### src/rtl/var_bw_mul_seq.sv
// Iterative shift-add multiplier: one 2*LANE_W x 2*LANE_W or two LANE_W x LANE_W unsigned products.
// Optional early termination on an all-zero remaining multiplier: define VAR_BW_MUL_SEQ_EARLY_TERM_EN.
module var_bw_mul_seq #(
    parameter int LANE_W         = 8,
    parameter int BITS_PER_CYCLE = 1
) (
    input  logic                clk,
    input  logic                rst_n,
    input  logic                in_valid,
    output logic                in_ready,
    input  logic                para_mode,
    input  logic [2*LANE_W-1:0] a,
    input  logic [2*LANE_W-1:0] b,
    output logic                out_valid,
    input  logic                out_ready,
    output logic [4*LANE_W-1:0] p,
    output logic                busy
);

    localparam int W  = 2 * LANE_W;
    localparam int PW = 4 * LANE_W;
    localparam int K  = BITS_PER_CYCLE;
    localparam int CW = $clog2(W);

    localparam logic [CW-1:0] CNT_FULL = CW'(W / K - 1);
    localparam logic [CW-1:0] CNT_LANE = CW'(LANE_W / K - 1);

    localparam logic [1:0] S_IDLE = 2'd0;
    localparam logic [1:0] S_BUSY = 2'd1;
    localparam logic [1:0] S_DONE = 2'd2;

    generate
        if (!(K == 1 || K == 2 || K == 4) || (LANE_W % K != 0)) begin : g_bad_bits_per_cycle
            $error("var_bw_mul_seq: BITS_PER_CYCLE must be 1, 2 or 4 and divide LANE_W");
        end
    endgenerate

    logic [1:0]    state;
    logic          mode_q;
    logic [PW-1:0] mcand;
    logic [W-1:0]  mplier;
    logic [PW-1:0] acc;
    logic [CW-1:0] cnt;

    logic [PW-1:0] pp;
    logic [PW-1:0] mcand_lo;
    logic [PW-1:0] mcand_hi;
    logic [PW-1:0] acc_nxt;
    logic [W-1:0]  mplier_nxt;
    logic          last;

    assign in_ready  = (state == S_IDLE);
    assign busy      = (state == S_BUSY);
    assign out_valid = (state == S_DONE);

    // In lane mode the high multiplicand sits in the upper half, so lane sums never overlap.
    always_comb begin
        pp       = '0;
        mcand_lo = {{W{1'b0}}, mcand[W-1:0]};
        mcand_hi = {mcand[PW-1:W], {W{1'b0}}};
        for (int k = 0; k < K; k++) begin
            if (mode_q) begin
                if (mplier[k])          pp = pp + (mcand_lo << k);
                if (mplier[LANE_W + k]) pp = pp + (mcand_hi << k);
            end else if (mplier[k]) begin
                pp = pp + (mcand << k);
            end
        end
        acc_nxt = acc + pp;
        if (mode_q) mplier_nxt = {mplier[W-1:LANE_W] >> K, mplier[LANE_W-1:0] >> K};
        else        mplier_nxt = mplier >> K;
`ifdef VAR_BW_MUL_SEQ_EARLY_TERM_EN
        last = (cnt == '0) || (mplier_nxt == '0);
`else
        last = (cnt == '0);
`endif
    end

    always_ff @(posedge clk) begin
        if (!rst_n) begin
            state  <= S_IDLE;
            mode_q <= 1'b0;
            mcand  <= '0;
            mplier <= '0;
            acc    <= '0;
            cnt    <= '0;
            p      <= '0;
        end else begin
            case (state)
                S_IDLE: begin
                    if (in_valid) begin
                        mode_q <= para_mode;
                        mcand  <= para_mode ?
                                  {{LANE_W{1'b0}}, a[W-1:LANE_W], {LANE_W{1'b0}}, a[LANE_W-1:0]} :
                                  {{W{1'b0}}, a};
                        mplier <= b;
                        acc    <= '0;
                        cnt    <= para_mode ? CNT_LANE : CNT_FULL;
                        state  <= S_BUSY;
                    end
                end
                S_BUSY: begin
                    acc    <= acc_nxt;
                    mcand  <= mcand << K;
                    mplier <= mplier_nxt;
                    cnt    <= cnt - 1'b1;
                    if (last) begin
                        p     <= acc_nxt;
                        state <= S_DONE;
                    end
                end
                S_DONE: begin
                    if (out_ready) state <= S_IDLE;
                end
                default: state <= S_IDLE;
            endcase
        end
    end

endmodule

### config.mk
export PLATFORM = sky130hd
export DESIGN_NAME = var_bw_mul_seq
export DESIGN_NICKNAME = d
export VERILOG_FILES = /design/src/rtl/var_bw_mul_seq.sv
export SDC_FILE = /design/constraint.sdc
export NUM_CORES = 1
export LEC_CHECK = 0
export ABC_AREA = 1
export CELL_PAD_IN_SITES_DETAIL_PLACEMENT = 0
export CELL_PAD_IN_SITES_GLOBAL_PLACEMENT = 1
export CORE_MARGIN = 1.5
export CORE_UTILIZATION = 41
export CTS_BUF_LIST = sky130_fd_sc_hd__clkbuf_4 sky130_fd_sc_hd__clkbuf_8
export CTS_CLUSTER_SIZE = 14
export DETAILED_ROUTE_END_ITERATION = 8
export DONT_BUFFER_PORTS = 1
export PLACE_DENSITY = 0.8
export SYNTH_ARGS = -nofsm -noshare
export SYNTH_HDL_FRONTEND = slang
export SYNTH_SLANG_ARGS = --single-unit
### constraint.sdc
create_clock -name clk -period 2.8 [get_ports clk]
set_clock_uncertainty 0.15 [all_clocks]
set_input_delay 0.56 -clock clk [delete_from_list [all_inputs] [get_ports clk]]
set_output_delay 0.56 -clock clk [all_outputs]
set_load 0.05 [all_outputs]
## After elaboration in Yosys (flattened, before gate mapping)

Cells that the tools add are included.

| operators by class | value |
|---|---|
| muxes and demuxes | 20 |
| multiply operators | 0 |
| bitwise gates (word level) | 0 |
| $add $sub $neg | 3 |
| div/mod/pow operators | 0 |
| eq/ne operators | 5 |
| order comparisons | 0 |
| shifts and indexed selects | 0 |
| reduce and logical (&&, ||, !) cells | 7 |

Operators with widths:

| cell | number |
|---|---|
| two-way mux 32 bit | 6 |
| case mux 32 bit (2 select lines) | 2 |
| adder 32 bit | 2 |
| two-way mux 16 bit | 2 |
| case mux 16 bit (2 select lines) | 1 |
| two-way mux 24 bit | 1 |
| two-way mux 4 bit | 2 |
| two-way mux 8 bit | 1 |
| case mux 4 bit (2 select lines) | 1 |
| two-way mux 2 bit | 3 |
| case mux 2 bit (3 select lines) | 1 |
| AND reduction 2 bit | 3 |
| zero test 4 bit | 1 |
| inequality test 2 x 1 -> 1 bit (second input constant) | 2 |
| subtractor 4 x 1 -> 4 bit (second input constant) | 1 |
| AND reduction 3 bit | 1 |
| == test 2 x 1 -> 1 bit (second input constant) | 1 |
| == test 2 bit (second input constant) | 1 |
| zero test 2 bit | 1 |
| inequality test 2 bit (second input constant) | 1 |
| nonzero test 2 bit | 1 |

| word-level totals | value |
|---|---|
| output and inout port bits | 35 |
| RAM bits | 0 |
| memories | 0 |
| register bits after elaboration | 119 |
| ROM bits | 0 |
| logic and storage cells | 42 |
| latch bits | 0 |

## Depth between registers and ports, before layout

| logic depth | value |
|---|---|
| depth after elaboration | 7 |
| depth in mapped cells | 20 |

## Worst setup path before layout

No wires, ideal clock.

| path | value |
|---|---|
| path type | register to register |
| start point | reg mplier[0] |
| end point | reg p[31] |
| arrival | 2.146 ns |
| required time | 2.541 ns |
| stages on the path, launching flop included | 20 |
| path buffers | 2 |
| library setup time | 0.109 ns |
| clock period less this slack | 2.405 ns |
| path slack | 0.395 ns |
| path through | dfxtp_1 buf_2 inv_1 o21ai_2 clkbuf_1 nand2_1 inv_1 ha_1 nand2_1 inv_1 nand2_1 nand2_1 inv_1 nand2_1 a21oi_1 nand3_1 nand2_1 nand2_1 nand2_1 inv_1 |

| between the ends | value |
|---|---|
| cells in the longest elaborated chain, start to end | 6 |
| elaborated cells on any way between the ends | 7 |

Ends and longest elaborated chain:

| element | RTL line | text |
|---|---|---|
| start: declaration | 41 | `logic [W-1:0] mplier;` |
| start signal: assignment | 105 | `mplier <= mplier_nxt;` |
| two-way mux 16 bit | 63 | `if (mplier[k]) pp = pp + (mcand_lo << k);` |
| two-way mux 32 bit | 62 | `if (mode_q) begin` |
| adder 32 bit | 64 | `if (mplier[LANE_W + k]) pp = pp + (mcand_hi << k);` |
| two-way mux 32 bit | 64 |  |
| two-way mux 32 bit (*) | 62 |  |
| adder 32 bit (*) | 69 | `acc_nxt = acc + pp;` |
| end signal: assignment | 108 | `p <= acc_nxt;` |
| end: declaration | 16 | `output logic [4*LANE_W-1:0] p,` |

Mark *: on every way between the ends. The rest lies on a longest branch, timed or not. The select of a mux whose other input is x is not followed.
A chain may end at the register's enable or synchronous reset.

## Worst setup path in the final report

| path | value |
|---|---|
| start point | reg mplier[0] |
| end point | reg acc[13] |

| between the ends | value |
|---|---|
| cells in the longest elaborated chain, start to end | 7 |
| elaborated cells on any way between the ends | 8 |

Ends and longest elaborated chain:

| element | RTL line | text |
|---|---|---|
| two-way mux 16 bit | 63 |  |
| two-way mux 32 bit | 62 |  |
| adder 32 bit | 64 |  |
| two-way mux 32 bit | 64 |  |
| two-way mux 32 bit (*) | 62 |  |
| adder 32 bit (*) | 69 |  |
| case mux 32 bit (2 select lines) (*) | 89 | `case (state)` |
| end signal: assignment | 103 | `acc <= acc_nxt;` |
| end: declaration | 42 | `logic [PW-1:0] acc;` |

Marks and branches as above.

==> run metrics <==
Max stage delay on crit path 0.36 ns; CTS buffer count 17; Detailed Place HPWL 15.2 mm; vias in the first global route 6,328; sequential area share after synthesis 32.7%; setup ws final 0.233 ns; post-cts hold buffer count 0; Filler cells 1,889; Hold Startpoint rst_n; pin count of the biggest net entering global routing 45; Yosys warning total 0; crit-path most repeated cell nand2_1; P per Cell Area 553 nW/µm²; setup TNS 0 ns; status complete, no violations; H-tree depth 4; leakage power 4.27 nW; Mapped Area 7290 µm²; period utilisation layout 91.7%; global route overflow 0; Starting Density 42.0%; unrepaired setup endpoints after global routing false; nets 1,264; die height 136 µm; drt pass-1 iters 4; Post-synth EDFFs 0; RR Startpoint mplier[0]$_SDFFE_PN0P_; critical path peak fanout 4; clock buffer depth 2; Post-Syn Nets 1,269; reg2reg setup slack 0.23 ns; Crit. Startpoint mplier[0]$_SDFFE_PN0P_; layout cells sized above 1 5.56%; CP top delay family simple AND/OR/NAND/NOR gates; Rel. slew slack 60.7%; Critical Path End Type flip-flop; clk_lat worst skew 0.44 ns; IO buf count 0; CP Buf/Inv Count 3; Slowest-stage cell, CP ha_1; Syn Area/Cell 6.08 µm²; critical path arrival 2.78 ns; fraction of registers with async set/reset 0%; max-cap violations 0; DRT iter0 DRCs 349; Final Hold Fails 0; initial antenna violation count 0; DRC Markers 0; die area 18,600 µm²; top cell type's share of synthesized area 32.7%; pre-CTS setup slack 0.215 ns; root buffer cell clkbuf_8; CTS tree built; Final setup viols 0; Seq cells post-synth 119; Crit Path Category reg2reg; cell with the most instances after synthesis nand2_1; Reg clk slew, reported paths 0.07 ns; Die W 136 µm; routed len/inst 14.1 µm; routed wire length 20.1 mm; area grow syn2layout 9.48%; CP Launch Type flip-flop; Max Freq 389 MHz; Critical Path RT 3.01 ns; main area contributors after synthesis dfxtp_1 33%, nand2_1 24%, inv_1 10%; largest area contributor in the netlist dfxtp_1; Worst Tran Pin Value 0.589 ns; ANT cells 0; gpl congestion 0.896; DR vias 6,901; Tightest Hold Check Type in2reg; minimum clock period 2.57 ns; CTS sink count 119; commonest cells in the netlist 466 x nand2_1, 195 x inv_1, 119 x dfxtp_1, 83 x nor2_1, 80 x a21oi_1; Synth Flop Type dfxtp_1; vias per cell 4.82; first-pass GRT wire length 32.1 mm; count of different cell masters after synthesis 35; Detail Route Antenna Nets 0; hold slack 0.0732 ns; max-slew violations 0; Post-Synthesis Cells 1,198; Peak VDD IR 0.000358 V; All-Layer GR Usage 22.5%; Core ar. 17,400 µm²; FP Rows 48; crit-path cells buf_6 > buf_4 > nand2_1 > inv_1 > ha_1 > nand2_1 > nor2_1 > and2_1 > nand2_1 > nand2_1 > xor2_1 > nand2_1 > a21oi_1; top-level I/O count 72
==> sequential cells by signal, indices dropped and copies added, names as in the netlist <==
name	flops
acc	32
mcand	32
p	32
mplier	16
cnt	4
state	2
mode_q	1
==> cell usage in the layout, fill, tap and decap left out, types with 2 or more instances in the layout <==
cell type | Yosys | final
nor3_1 | 4 | 4
nand3_1 | 49 | 48
ha_1 | 33 | 33
dfxtp_1 | 119 | 119
clkinvlp_4 | 0 | 3
o21bai_1 | 2 | 2
a22oi_1 | 3 | 3
nor2_8 | 2 | 2
clkinv_2 | 0 | 3
nand3b_1 | 3 | 3
a31oi_1 | 27 | 27
clkbuf_8 | 0 | 17
inv_6 | 0 | 2
nor2_1 | 83 | 83
nand2_1 | 466 | 466
clkbuf_4 | 0 | 3
a21o_1 | 3 | 3
bufinv_16 | 0 | 4
and2_1 | 2 | 2
a21oi_1 | 80 | 79
inv_2 | 5 | 5
o21ai_1 | 3 | 3
buf_12 | 0 | 2
o21ai_0 | 48 | 48
buf_4 | 2 | 16
a211oi_1 | 2 | 2
xor2_1 | 16 | 15
inv_1 | 195 | 195
==> power by group <==
group / switching [mW] / internal, mW
Clock: 0.748 / 1.00
Sequential: 0.193 / 1.81
Combinational: 0.449 / 0.206
Total: 1.39 / 3.02
==> routing by layer <==
metal | share of wire, % | track usage (%) | wire (µm) | vias up
met2 | 44 | 35.3 | 8850 | 129
met3 | 4.6 | 4.66 | 933 | 11
li1 | - | - | - | 3683
met4 | 1.0 | 5.14 | 210 | 0
met1 | 50 | 31.5 | 10100 | 3078
met5 | 0 | 0 | 0 | -
==> through the flow <==
stage               cells  util [%]  total power [mW]  area [µm²]
floorplan            1198         -              2.52        7290
global placement     1396      43.2              2.68        7490
detailed placement   1396      43.2              2.69        7490
CTS                  1428      45.6              4.43        7920
global route         1431      46.0              4.63        7980
finish               1431      46.0              4.41        7980
==> path summary, 6_finish.rpt <==
check	to	depth (start not counted)
worst max register to register	acc[13]$_SDFFE_PN0P_	13
worst min-delay path	mcand[13]$_SDFFE_PN0P_	2
worst min register to register	mcand[31]$_SDFFE_PN0P_	2
worst max-delay path	acc[13]$_SDFFE_PN0P_	13
==> cell families (layout without fill, tap and decap cells) <==
logic type,after synthesis,count (layout),synth area share (%)
compound gates,170,170,12.6
fa+ha+maj,34,34,5.94
flops,119,119,32.7
xor+xnor,17,17,2.04
simple gates,614,614,33.4
buf+inv,244,252,13.3
==> area by class of cell <==
type	instances	area, µm²	share of cell area, %
clock buffers	20	256	3.22
clock inverters	12	175	2.20
inverters	201	757	9.49
multi-input cells	835	3950	49.6
flip-flops and latches	119	2380	29.9
well taps	225	282	3.53
repair buffers	19	171	2.15
==> timing repair <==
item | in CTS | in global routing
hold endpoints to repair | 0 | 0
gates resized for setup | 0 | 4
buffers inserted | 0 | 3
endpoints found under the setup margin | 0 | 13
Note: power is estimated with default switching activity, not from simulation.
